File: config.mk
export PLATFORM = sky130hd
export DESIGN_NAME = silencer_step_scheduler
export DESIGN_NICKNAME = d
export VERILOG_FILES = /design/src/rtl/silencer_pkg.sv /design/src/rtl/silencer_frame_timeout.sv /design/src/rtl/silencer_step_scheduler.sv
export SDC_FILE = /design/constraint.sdc
export NUM_CORES = 1
export LEC_CHECK = 0
export ABC_CLOCK_PERIOD_IN_PS = 4040
export CAP_MARGIN = 0
export CORE_ASPECT_RATIO = 0.7
export CORE_MARGIN = 2
export CORE_UTILIZATION = 54
export DETAILED_ROUTE_END_ITERATION = 10
export MAX_ROUTING_LAYER = met4
export PLACE_DENSITY = 0.84
export SLEW_MARGIN = 5
export SYNTH_ARGS = -nofsm -noshare
export SYNTH_HDL_FRONTEND = slang
export SYNTH_SLANG_ARGS = --single-unit
File: constraint.sdc
create_clock -name CLK -period 4.04 [get_ports CLK]
set_clock_uncertainty 0.05 [all_clocks]
set_input_delay 0.808 -clock CLK [delete_from_list [all_inputs] [get_ports CLK]]
set_output_delay 0.808 -clock CLK [all_outputs]
set_load 0.01 [all_outputs]
File: src/rtl/silencer_pkg.sv
// Shared silencer package: scheduler state encoding, address/beat widths and
// the completion-steps clamp helper.
package silencer_pkg;

    typedef enum logic [1:0] {
        IDLE,
        FETCH,
        DRAIN,
        DONE
    } sched_state_t;

    localparam int AddrWidth    = 8;
    localparam int BeatCntWidth = 9;

    // Zero steps would make the calculator divide by zero, so clamp to 1.
    function automatic logic [15:0] clamp_steps(input logic [15:0] value);
        return (value == '0) ? 16'd1 : value;
    endfunction

endpackage

File: src/rtl/silencer_frame_timeout.sv
// Loadable down-counter that flags expiry once it has counted load_value
// cycles after being loaded; stop disarms it.
module silencer_frame_timeout #(
    parameter int Width = 16
) (
    input  logic             clk,
    input  logic             rst,
    input  logic             load,
    input  logic [Width-1:0] load_value,
    input  logic             stop,
    output logic             expire
);

    logic [Width-1:0] count;
    logic             running;

    always_ff @(posedge clk) begin
        if (rst) begin
            count   <= '0;
            running <= 1'b0;
        end else if (load) begin
            count   <= load_value;
            running <= 1'b1;
        end else if (stop) begin
            running <= 1'b0;
        end else if (running && count != '0) begin
            count <= count - 1'b1;
        end
    end

    assign expire = running && (count == '0);

endmodule

File: src/rtl/silencer_step_scheduler.sv
// Frame scheduler feeding the silencer step calculator from the intensity source.
// Optional SILENCER_OVERRUN_COUNT_EN adds a saturating dropped-request counter.
module silencer_step_scheduler
    import silencer_pkg::*;
#(
    parameter int DEPTH          = 249,
    parameter int TIMEOUT_MARGIN = 64
) (
    input  logic                 CLK,
    input  logic                 RST,
    input  logic                 UPDATE,
    input  logic                 CONFIG_VALID,
    input  logic [15:0]          COMPLETION_STEPS,
    output logic [AddrWidth-1:0] SRC_ADDR,
    input  logic [15:0]          SRC_DATA,
    output logic                 CALC_DIN_VALID,
    output logic [15:0]          CALC_COMPLETION_STEPS,
    output logic [15:0]          CALC_INTENSITY,
    input  logic                 CALC_DOUT_VALID,
    output logic                 BUSY,
    output logic                 FRAME_DONE,
    output logic                 TIMEOUT
`ifdef SILENCER_OVERRUN_COUNT_EN
    ,
    output logic [15:0]          OVERRUN_COUNT
`endif
);

    localparam logic [AddrWidth-1:0]    LastAddr    = AddrWidth'(DEPTH - 1);
    localparam logic [BeatCntWidth-1:0] DepthBeats  = BeatCntWidth'(DEPTH);
    localparam logic [15:0]             TimeoutLoad = 16'(DEPTH + TIMEOUT_MARGIN);

    sched_state_t            state;
    sched_state_t            state_next;
    logic                    start;
    logic                    pending;
    logic [15:0]             shadow_steps;
    logic                    fetch_d1;
    logic                    first_d1;
    logic [BeatCntWidth-1:0] beat_cnt;
    logic                    beats_complete;
    logic                    expire;
    logic                    timer_stop;

    assign beats_complete = (beat_cnt == DepthBeats);

    always_comb begin
        state_next = state;
        start      = 1'b0;
        unique case (state)
            IDLE: begin
                if (UPDATE || pending) begin
                    state_next = FETCH;
                    start      = 1'b1;
                end
            end
            FETCH: begin
                if (SRC_ADDR == LastAddr) state_next = DRAIN;
            end
            DRAIN: begin
                if (beats_complete) state_next = DONE;
                else if (expire)    state_next = IDLE;
            end
            DONE:    state_next = IDLE;
            default: state_next = IDLE;
        endcase
    end

    assign BUSY       = (state != IDLE);
    assign FRAME_DONE = (state == DONE);
    assign TIMEOUT    = (state == DRAIN) && expire && !beats_complete;
    assign timer_stop = (state == DONE) || TIMEOUT;

    always_ff @(posedge CLK) begin
        if (RST) state <= IDLE;
        else     state <= state_next;
    end

    always_ff @(posedge CLK) begin
        if (RST)                          pending <= 1'b0;
        else if (start)                   pending <= 1'b0;
        else if (UPDATE && state != IDLE) pending <= 1'b1;
    end

    always_ff @(posedge CLK) begin
        if (RST) begin
            shadow_steps          <= 16'd1;
            CALC_COMPLETION_STEPS <= 16'd1;
        end else begin
            if (CONFIG_VALID) shadow_steps <= clamp_steps(COMPLETION_STEPS);
            if (start)        CALC_COMPLETION_STEPS <= shadow_steps;
        end
    end

    always_ff @(posedge CLK) begin
        if (RST)                                      SRC_ADDR <= '0;
        else if (start)                               SRC_ADDR <= '0;
        else if (state == FETCH && SRC_ADDR != LastAddr) SRC_ADDR <= SRC_ADDR + 1'b1;
    end

    // Source data lags the address by one cycle, and the stream is registered
    // once more, so element 0 and the frame-start strobe land together at s+2.
    always_ff @(posedge CLK) begin
        if (RST) begin
            fetch_d1       <= 1'b0;
            first_d1       <= 1'b0;
            CALC_DIN_VALID <= 1'b0;
            CALC_INTENSITY <= '0;
        end else begin
            fetch_d1       <= (state == FETCH);
            first_d1       <= (state == FETCH) && (SRC_ADDR == '0);
            CALC_DIN_VALID <= first_d1;
            if (fetch_d1) CALC_INTENSITY <= SRC_DATA;
        end
    end

    always_ff @(posedge CLK) begin
        if (RST) begin
            beat_cnt <= '0;
        end else if (start) begin
            beat_cnt <= '0;
        end else if ((state == FETCH || state == DRAIN) && CALC_DOUT_VALID && !beats_complete) begin
            beat_cnt <= beat_cnt + 1'b1;
        end
    end

    silencer_frame_timeout #(
        .Width(16)
    ) u_timeout (
        .clk       (CLK),
        .rst       (RST),
        .load      (first_d1),
        .load_value(TimeoutLoad),
        .stop      (timer_stop),
        .expire    (expire)
    );

`ifdef SILENCER_OVERRUN_COUNT_EN
    always_ff @(posedge CLK) begin
        if (RST)                                         OVERRUN_COUNT <= '0;
        else if (UPDATE && pending && OVERRUN_COUNT != '1) OVERRUN_COUNT <= OVERRUN_COUNT + 1'b1;
    end
`endif

endmodule
# After elaboration in Yosys (flattened, before gate mapping)
# Index checks and enable logic that the tools add are counted.
[totals]
reg_bits = 88
out_inout_bits = 44
word_cells = 66
[classes]
addsub = 3
n_eq_ne = 10
muxes = 13
bitwise = 1
n_reduce_logical = 26
[op_table]
columns = ["operator", "count"]
rows = [
  ["$logic_not A16 Y1", 2],
  ["$mux W9", 3],
  ["$mux W16", 1],
  ["$reduce_bool A16 Y1", 1],
  ["$sub A16 B1 Y16 const B", 1],
  ["$add A9 B1 Y9 const B", 1],
  ["$eq A9 B8 Y1 const B", 1],
  ["$logic_and A1 B1 Y1", 9],
  ["$add A8 B1 Y8 const B", 1],
  ["$eq A8 B8 Y1 const B", 1],
  ["$logic_not A8 Y1", 1],
  ["$mux W2", 4],
  ["$ne A8 B8 Y1 const B", 1],
  ["$pmux W2 S4", 1],
  ["$ne A2 B2 Y1 const B", 3],
  ["$reduce_bool A2 Y1", 3],
  ["$eq A2 B2 Y1 const B", 2],
  ["$mux W1", 4],
  ["$reduce_and A2 Y1", 2],
  ["$reduce_or A2 Y1", 2],
  ["$logic_or A1 B1 Y1", 3],
  ["$ne A3 B3 Y1 const B", 1],
  ["$reduce_and A3 Y1", 1],
  ["$eq A2 B1 Y1 const B", 1],
  ["3 further kinds", 3],
]

# Depth between registers and ports, before layout
[logic_depth]
ltp_word = 7
depth_mapped = 7

# By module
# From an unflattened synthesis, not the netlist that was laid out.
[unflattened]
cells_unflattened = 434
area_unflattened_um2 = 3890.0
[by_module_without_submodules]
columns = ["module", "instances", "cells_each", "area_per_inst_um2", "seq_area_each_um2"]
rows = [
  ["silencer_step_scheduler", 1, 308, 2855.2, 1421.4],
  ["silencer_frame_timeout", 1, 126, 1034.7, 340.3],
]

# Worst setup path before layout
# OpenSTA, ideal clock, no wires.
[synth_path]
path_kind = "register to output"
start = "register u_timeout.count[0]"
end = "output port TIMEOUT"
arrival_ps = 1294
required_ps = 3182
path_slack_ps = 1888
path_stages_with_launch = 6
path_buffers = 0
path_cell_list = "dfxtp_1 > inv_1 > ha_1 > nor4b_4 > nand4_1 > nor2_1"
[synth_via]
elab_chain_len = 4
[synth_lines]
columns = ["element", "line", "source"]
rows = [
  ["start, declared", "silencer_frame_timeout.sv:14", "logic [Width-1:0] count;"],
  ["start signal, assigned", "silencer_frame_timeout.sv:22", "count <= load_value;"],
  ["start signal, assigned", "silencer_frame_timeout.sv:27", "count <= count - 1'b1;"],
  ["$logic_not A16 Y1", "silencer_frame_timeout.sv:31", "assign expire = running && (count == '0);"],
  ["$logic_and A1 B1 Y1", "silencer_frame_timeout.sv:31", ""],
  ["$logic_and A1 B1 Y1 (2 in series)", "silencer_step_scheduler.sv:71", "assign TIMEOUT = (state == DRAIN) && expire && !beats_complete;"],
  ["end, declared", "silencer_step_scheduler.sv:22", "output logic TIMEOUT"],
]
# Every way passes these cells.

# Worst setup path in the final report
# Same ends and word-level chain as after synthesis.

==> reports/metrics.csv <==
metric;value;unit
status;finished clean;
post_cts_buffers;0;
yosysMostFrequentCell;dfxtp_1;
grt_setup_unrepaired;false;
diodes;0;
hold_viol;0;
worstSetupPathType;reg -> out;
rows;25;
p_leak;0.001743;uW
reg2reg_slack;1.93;ns
startpoint_type;flop;
antenna_left;0;
cts_buffer_depth;2;
worstSkewPairLatency;0.36;ns
synth-edff-count;0;
slew_headroom;37.38;%
routed-via-count;3297;
grt_max_degree;45;
via_per_inst;5.579;
final-setup-viol-count;0;
finalMaxSlewViolations;0;
yosys-top-cells-count;dfxtp_1, nor2_1, nand2_1;
drtIter0Drc;126;
synth-async-reset-ratio;0;%
max_freq;310.5;MHz
min_period_over_period;79.72;%
grt_pass1_wl;14.35;mm
antenna_found_initial;0;
critPathRequiredTime;3.18;ns
yosysWarnings;0;
grt_overflow;0;
cts_tree;built;
grt_usage;24.12;%
place_congestion;0.9148;
finalPower;2625;uW
ys_ff_latch;88;
synth_fp_nets;461;
yosysTopAreaCell;dfxtp_1;
first_pass_iters;4;
htree_num_levels;3;
synth_ff_type;dfxtp_1;
synthTopCellsByArea;dfxtp_1, mux2i_1, nor2_1;
fin_crit;3.221;ns
cts_buffers;9;
cp_max_fo;6;
setup_ws;0.8192;ns
max_cap_violations;0;
tns;0;ns
worstMarginPinSlew;0.9380;ns
cts_resized;0;
peakVddDrop;0.0003426;V
dp_slack;1.189;ns
nNetsFinal;538;
hold_ws;0.4123;ns
grt_pass1_vias;3126;
core_area;6725;um^2
drive_above_1_share;6.237;%
ys_seq_area_share;46.95;%
fp.dieH;73.75;um
powerDensity;545.0;nW/um^2
syn-cell-area;3752;um^2
hold_path_class;reg -> reg;
clock-sinks;88;
io_buffers;80;
wl_per_cell;14.71;um
drc;0;
start_util;55.80;%
die_area;7643;um^2
syn2layout_area_growth;28.38;%
synth_top_cell_area_share;46.95;%
place_hpwl;6.352;mm
syn_inst;415;
io_pins;81;
crit_arrival;2.36;ns
path_clk_slew;0.09;ns
synth.distinct_cells;44;
root_buffer;clkbuf_8;
cp-end-kind;primary output;
fp.dieW;103.6;um
holdBufCountCts;0;
syn_area_per_cell;9.042;um^2
wl;8.691;mm
area by class of cell:
type / instances / area, um^2
repair buffers: 83 / 818.3
inverters: 10 / 37.54
clock inverters: 6 / 67.56
multi-input cells: 300 / 1887
fillers: 507 / 1908
clock buffers: 10 / 127.6
flip-flops and latches: 88 / 1762
well taps: 94 / 117.6
logic make-up (layout without fill, tap and decap cells):
kind of cell    count (synthesis)  count (layout)  share of synthesized area, %
mux                            34              34                         9.070
compound gates                 66              66                         10.34
xor+xnor                        9               9                         2.101
fa+ha+maj                       9               9                         3.001
buf+inv                        27             109                         2.768
flops                          88              88                         46.95
simple gates                  182             182                         25.77
through the flow:
stage / std cells / instance area [um^2] / util [%]
after floorplan: 415 / 3752 / -
after global placement: 575 / 4622 / 68.73
after detailed placement: 575 / 4622 / 68.73
after CTS: 591 / 4817 / 71.63
after global routing: 591 / 4817 / 71.63
final: 591 / 4817 / 71.63
critical path, stage by stage, from the launching register on:
cell	delay, ns
dfxtp_1	0.35
inv_1	0.06
ha_1	0.28
nor4b_4	0.36
nand4_1	0.25
nor2_1	0.17
clkdlybuf4s50_1	0.54
final timing paths:
kind	end	depth (start not counted)	startpoint
setup / recovery	TIMEOUT	6	u_timeout.count[0]
hold / removal	CALC_COMPLETION_STEPS[6]	2	CALC_COMPLETION_STEPS[6]
setup reg to reg	u_timeout.count[7]	5	state[0]
hold reg to reg	CALC_COMPLETION_STEPS[6]	2	CALC_COMPLETION_STEPS[6]
placed cells by master, fill, tap and decap left out, drive strengths merged, types with 5 or more instances in the layout:
master          n
ha              9
clkdlybuf4s50  79
nor3           14
inv            12
o31ai           5
or3             9
mux2i          34
clkbuf         10
nor2           51
nand4           8
or2             5
dfxtp          88
o21ai          13
nand2          48
xnor2           5
a21oi          34
or4             9
nand3           6
nor4           11
sequential cells by signal, indices dropped and copies added, names as in the netlist, 2 cells and up:
register and count:
CALC_COMPLETION_STEPS 16, CALC_INTENSITY 16, shadow_steps 16, u_timeout.count 16, beat_cnt 9, SRC_ADDR 8, state 2
metal layers:
layer	GRT usage (%)	share of wire [%]	vias up
met5	-	0	-
li1	-	-	1638
met3	7.365	5.4	8
met2	38.56	48	78
met4	7.357	1.3	0
met1	29.82	45	1573
power breakdown:
part           total, uW  switching (uW)  internal (uW)
registers           1090             119            973
logic                925             520            405
clock network        608             319            289
total               2630             958           1670
(Power assumes the default switching activity.)
==> RTL change 1 (config.mk and constraints unchanged) <==
Compare `beat_cnt` against `DepthBeats` with >= in place of ==.
--- a/src/rtl/silencer_step_scheduler.sv
+++ b/src/rtl/silencer_step_scheduler.sv
@@ -42,7 +42,7 @@
     logic                    expire;
     logic                    timer_stop;
 
-    assign beats_complete = (beat_cnt == DepthBeats);
+    assign beats_complete = (beat_cnt >= DepthBeats);
 
     always_comb begin
         state_next = state;
Formal check against the unedited RTL: same outputs for any inputs over 10 cycles, from zero or initial values and one cycle with RST high; that may be too few to reach the edited logic, so the function may still have changed.
==> RTL change 1 against the unedited design <==
- area after synthesis down 1.5%
- sequential cell count unchanged
- cell area down 0.88%
- largest cell class unchanged
- total power about the same
- sequential power about the same
- largest power group unchanged
- via count down 5.1%
- worst setup slack better by 0.0052 ns
- highest routed layer unchanged
- wire length down 3.2%
==> RTL change 1: results (changes against the unedited design) <==
initial drt markers=131 (+4.0%); buffer share of cell area=0.1698 (about the same); Syn Area/Cell=9.129 um^2 (+0.97%); share of post-route cells with drive strength above 1=0.06762 (+0.005249); sw frac=0.3558 (-0.009240); dpl cells=566 (-1.6%); post-synthesis mux area share=0.08663 (-0.004064); #MultiIn Comb=288 (-4.0%); status=complete, no violations; Pleak=0.001755 uW (+0.71%); Yosys cell types=47 (+6.8%); Synth Area in Compound Gates=0.08190 (-0.02147); Commonest cells post-synth=dfxtp_1, nor2_1, nand2_1; Hold EP=CALC_COMPLETION_STEPS[13]; synth top area cells=dfxtp_1, mux2i_1, nor2_1; final worst slack=0.8245 ns (+0.005227 ns); R2R cell count=6 (+1); Nets=530 (-1.5%); fraction of area in multi-input gates=0.3810 (-0.01066); Worst Min Path Start=CALC_COMPLETION_STEPS[13]; Core Util, Final=0.7133 (-0.003008); syn nets=452 (-2.0%); total track usage=0.2348 (-0.006319); nonclk buf count=82 (-1.2%); Seq/Total Area, Yosys=0.4765 (+0.006991); pre-CTS WS=1.171 ns (-0.01878 ns); Post-Synth XOR/XNOR Area=0.04738 (+0.02637); Largest stage delay, worst path=0.57 ns (+0.03 ns)
-- RTL change 1: power groups by stage --
stage,Combinational (uW),Clock (uW),Sequential [uW]
3_5_place_dp,878,0,1110
3_3_place_gp,859,0,1100
2_1_floorplan,605,0,1100
6_report,893,635,1090
5_1_grt,974,684,1110
4_1_cts,890,646,1090
-- RTL change 1: worst max path at each step --
| stage | startpoint | to | cells after the start |
|---|---|---|---|
| final | u_timeout.count[0] | TIMEOUT | 6 |
| after global routing | u_timeout.count[0] | TIMEOUT | 6 |
| after floorplan | u_timeout.count[0] | TIMEOUT | 5 |
| after detailed placement | u_timeout.count[0] | TIMEOUT | 6 |
| after CTS | u_timeout.count[0] | TIMEOUT | 6 |
| after global placement | u_timeout.count[0] | TIMEOUT | 6 |
-- RTL change 1: layer usage --
metal | vias up | routed length, um | global-route usage
met1 | 1504 | 3887 | 0.3022
li1 | 1547 | - | -
met5 | - | 0 | -
met4 | 0 | 101 | 0.07456
met2 | 68 | 4097 | 0.3608
met3 | 10 | 323 | 0.06513
==> RTL change 2 (same flow settings) <==
Made on the original files. Set the package constant `BeatCntWidth` to 11 (it was 9).
--- a/src/rtl/silencer_pkg.sv
+++ b/src/rtl/silencer_pkg.sv
@@ -10,7 +10,7 @@
     } sched_state_t;
 
     localparam int AddrWidth    = 8;
-    localparam int BeatCntWidth = 9;
+    localparam int BeatCntWidth = 11;
 
     // Zero steps would make the calculator divide by zero, so clamp to 1.
     function automatic logic [15:0] clamp_steps(input logic [15:0] value);
Check against the original RTL: same outputs for any inputs over 10 cycles, from zero or initial values and one cycle with RST high; that may be too few to reach the edited logic, so the function may still have changed.
==> RTL change 2 against the unedited design <==
- total power fell by 0.53%
- first-iteration DRC count fell by 32%
- via count shrank 7.8%
- wire length down 4.4%
- critical path type unchanged
- worst setup slack worse by 0.13 ns
- clock power is 9.4% higher
- area after synthesis is 1.1% lower
- cell area decreased by 0.39%
- utilization rose by 0.054 points
- sequential cell count grew 2
- final cell count decreased by 2.2%
==> RTL change 2: results (changes against the unedited design) <==
largest net degree at the start of global routing=43 (-4.4%); slowest CP cell=nor4_1; dpl cell area=4579 um^2 (-0.92%); Pwr Total=2611 uW (-0.53%); routability cong.=0.8491 (-7.2%); pre-CTS WS=1.110 ns (-0.07945 ns); Synth Area in Compound Gates=0.07114 (-0.03223); Hold Path Class=flop to flop; Comb pwr share=0.320 (-0.032); dpl cells=562 (-2.3%); vias per cell=5.261 (-5.7%); DRT met1 WL=3743 um (-4.8%); Syn Inst Count=402 (-3.1%); internal power=1740 uW (+4.3%); status=complete, no violations; Seq/Total Area, Yosys=0.4855 (+0.01601); cts repair resizes=0 (unchanged); initial drt markers=86 (-32%); global-route met3 utilization=0.06375 (-0.009898); clock-pin transition on the worst setup and hold timing paths=0.09 ns (about the same); met2 Use GR=0.3694 (-0.01617); Cell Count, Final, Fillers Out=578 (-2.2%); Yosys cell types=43 (-2.3%); final WL=8306 um (-4.4%); Commonest cells post-synth=dfxtp_1, nor2_1, nand2_1; M1 GR Usage=0.2836 (-0.01466); met3 wire length=395 um (-16%); Worst Tran Pin Value=1.085 ns (+0.1467 ns); post-synthesis mux area share=0.08361 (-0.007083); Adder-Cell Fraction of Synth Area=0.03372 (+0.003705); syn nets=449 (-2.6%); Worst Setup SP=u_timeout.count[6]; n_diodes=0 (unchanged); share of post-route cells with drive strength above 1=0.05372 (-0.008655); Largest stage delay, worst path=0.67 ns (+0.13 ns); total track usage=0.2325 (-0.008672); worst vdd ir=0.0003603 V (+5.2%); Worst Min Path Start=shadow_steps[3]; Arrival @ worst endpoint=2.49 ns (+0.13 ns); Pleak=0.001770 uW (+1.6%); filler instances=532 (+4.9%); synth top area cells=dfxtp_1, mux2i_1, nor2_1; Post-Synth XOR/XNOR Area=0.06608 (+0.04508); Nets=526 (-2.2%); first-pass GRT wire length=13,190 um (-8.1%); vias in the first global route=2,898 (-7.3%); top cell type's share of synthesized area=0.4855 (+0.01601); DP HPWL=5863 um (-7.7%)
## RTL change 2: logic make-up (layout without fill, tap and decap cells)
group | Yosys count | in the layout
simple gates | 173 | 173
flops | 90 | 90
compound gates | 43 | 43
mux | 31 | 31
xor+xnor | 28 | 28
buf+inv | 27 | 109
fa+ha+maj | 10 | 10
## RTL change 2: cell type report
class                      instances  area, um^2  area share
multi-input combinational        285        1808      0.3768
sequential                        90        1802      0.3755
timing repair buffer              82       810.8      0.1690
clock buffer                      10       127.6     0.02660
tap                               94       117.6     0.02451
clock inverter                     6       91.34     0.01904
inverter                          11       41.29    0.008605
## RTL change 2: final timing paths
kind / end / slack [ns] / depth (start not counted)
worst max-delay path: TIMEOUT / 0.69 / 5
worst min-delay path: CALC_COMPLETION_STEPS[3] / 0.40 / 2
worst max register to register: CALC_COMPLETION_STEPS[15] / 1.93 / 6
worst min register to register: CALC_COMPLETION_STEPS[3] / 0.40 / 2
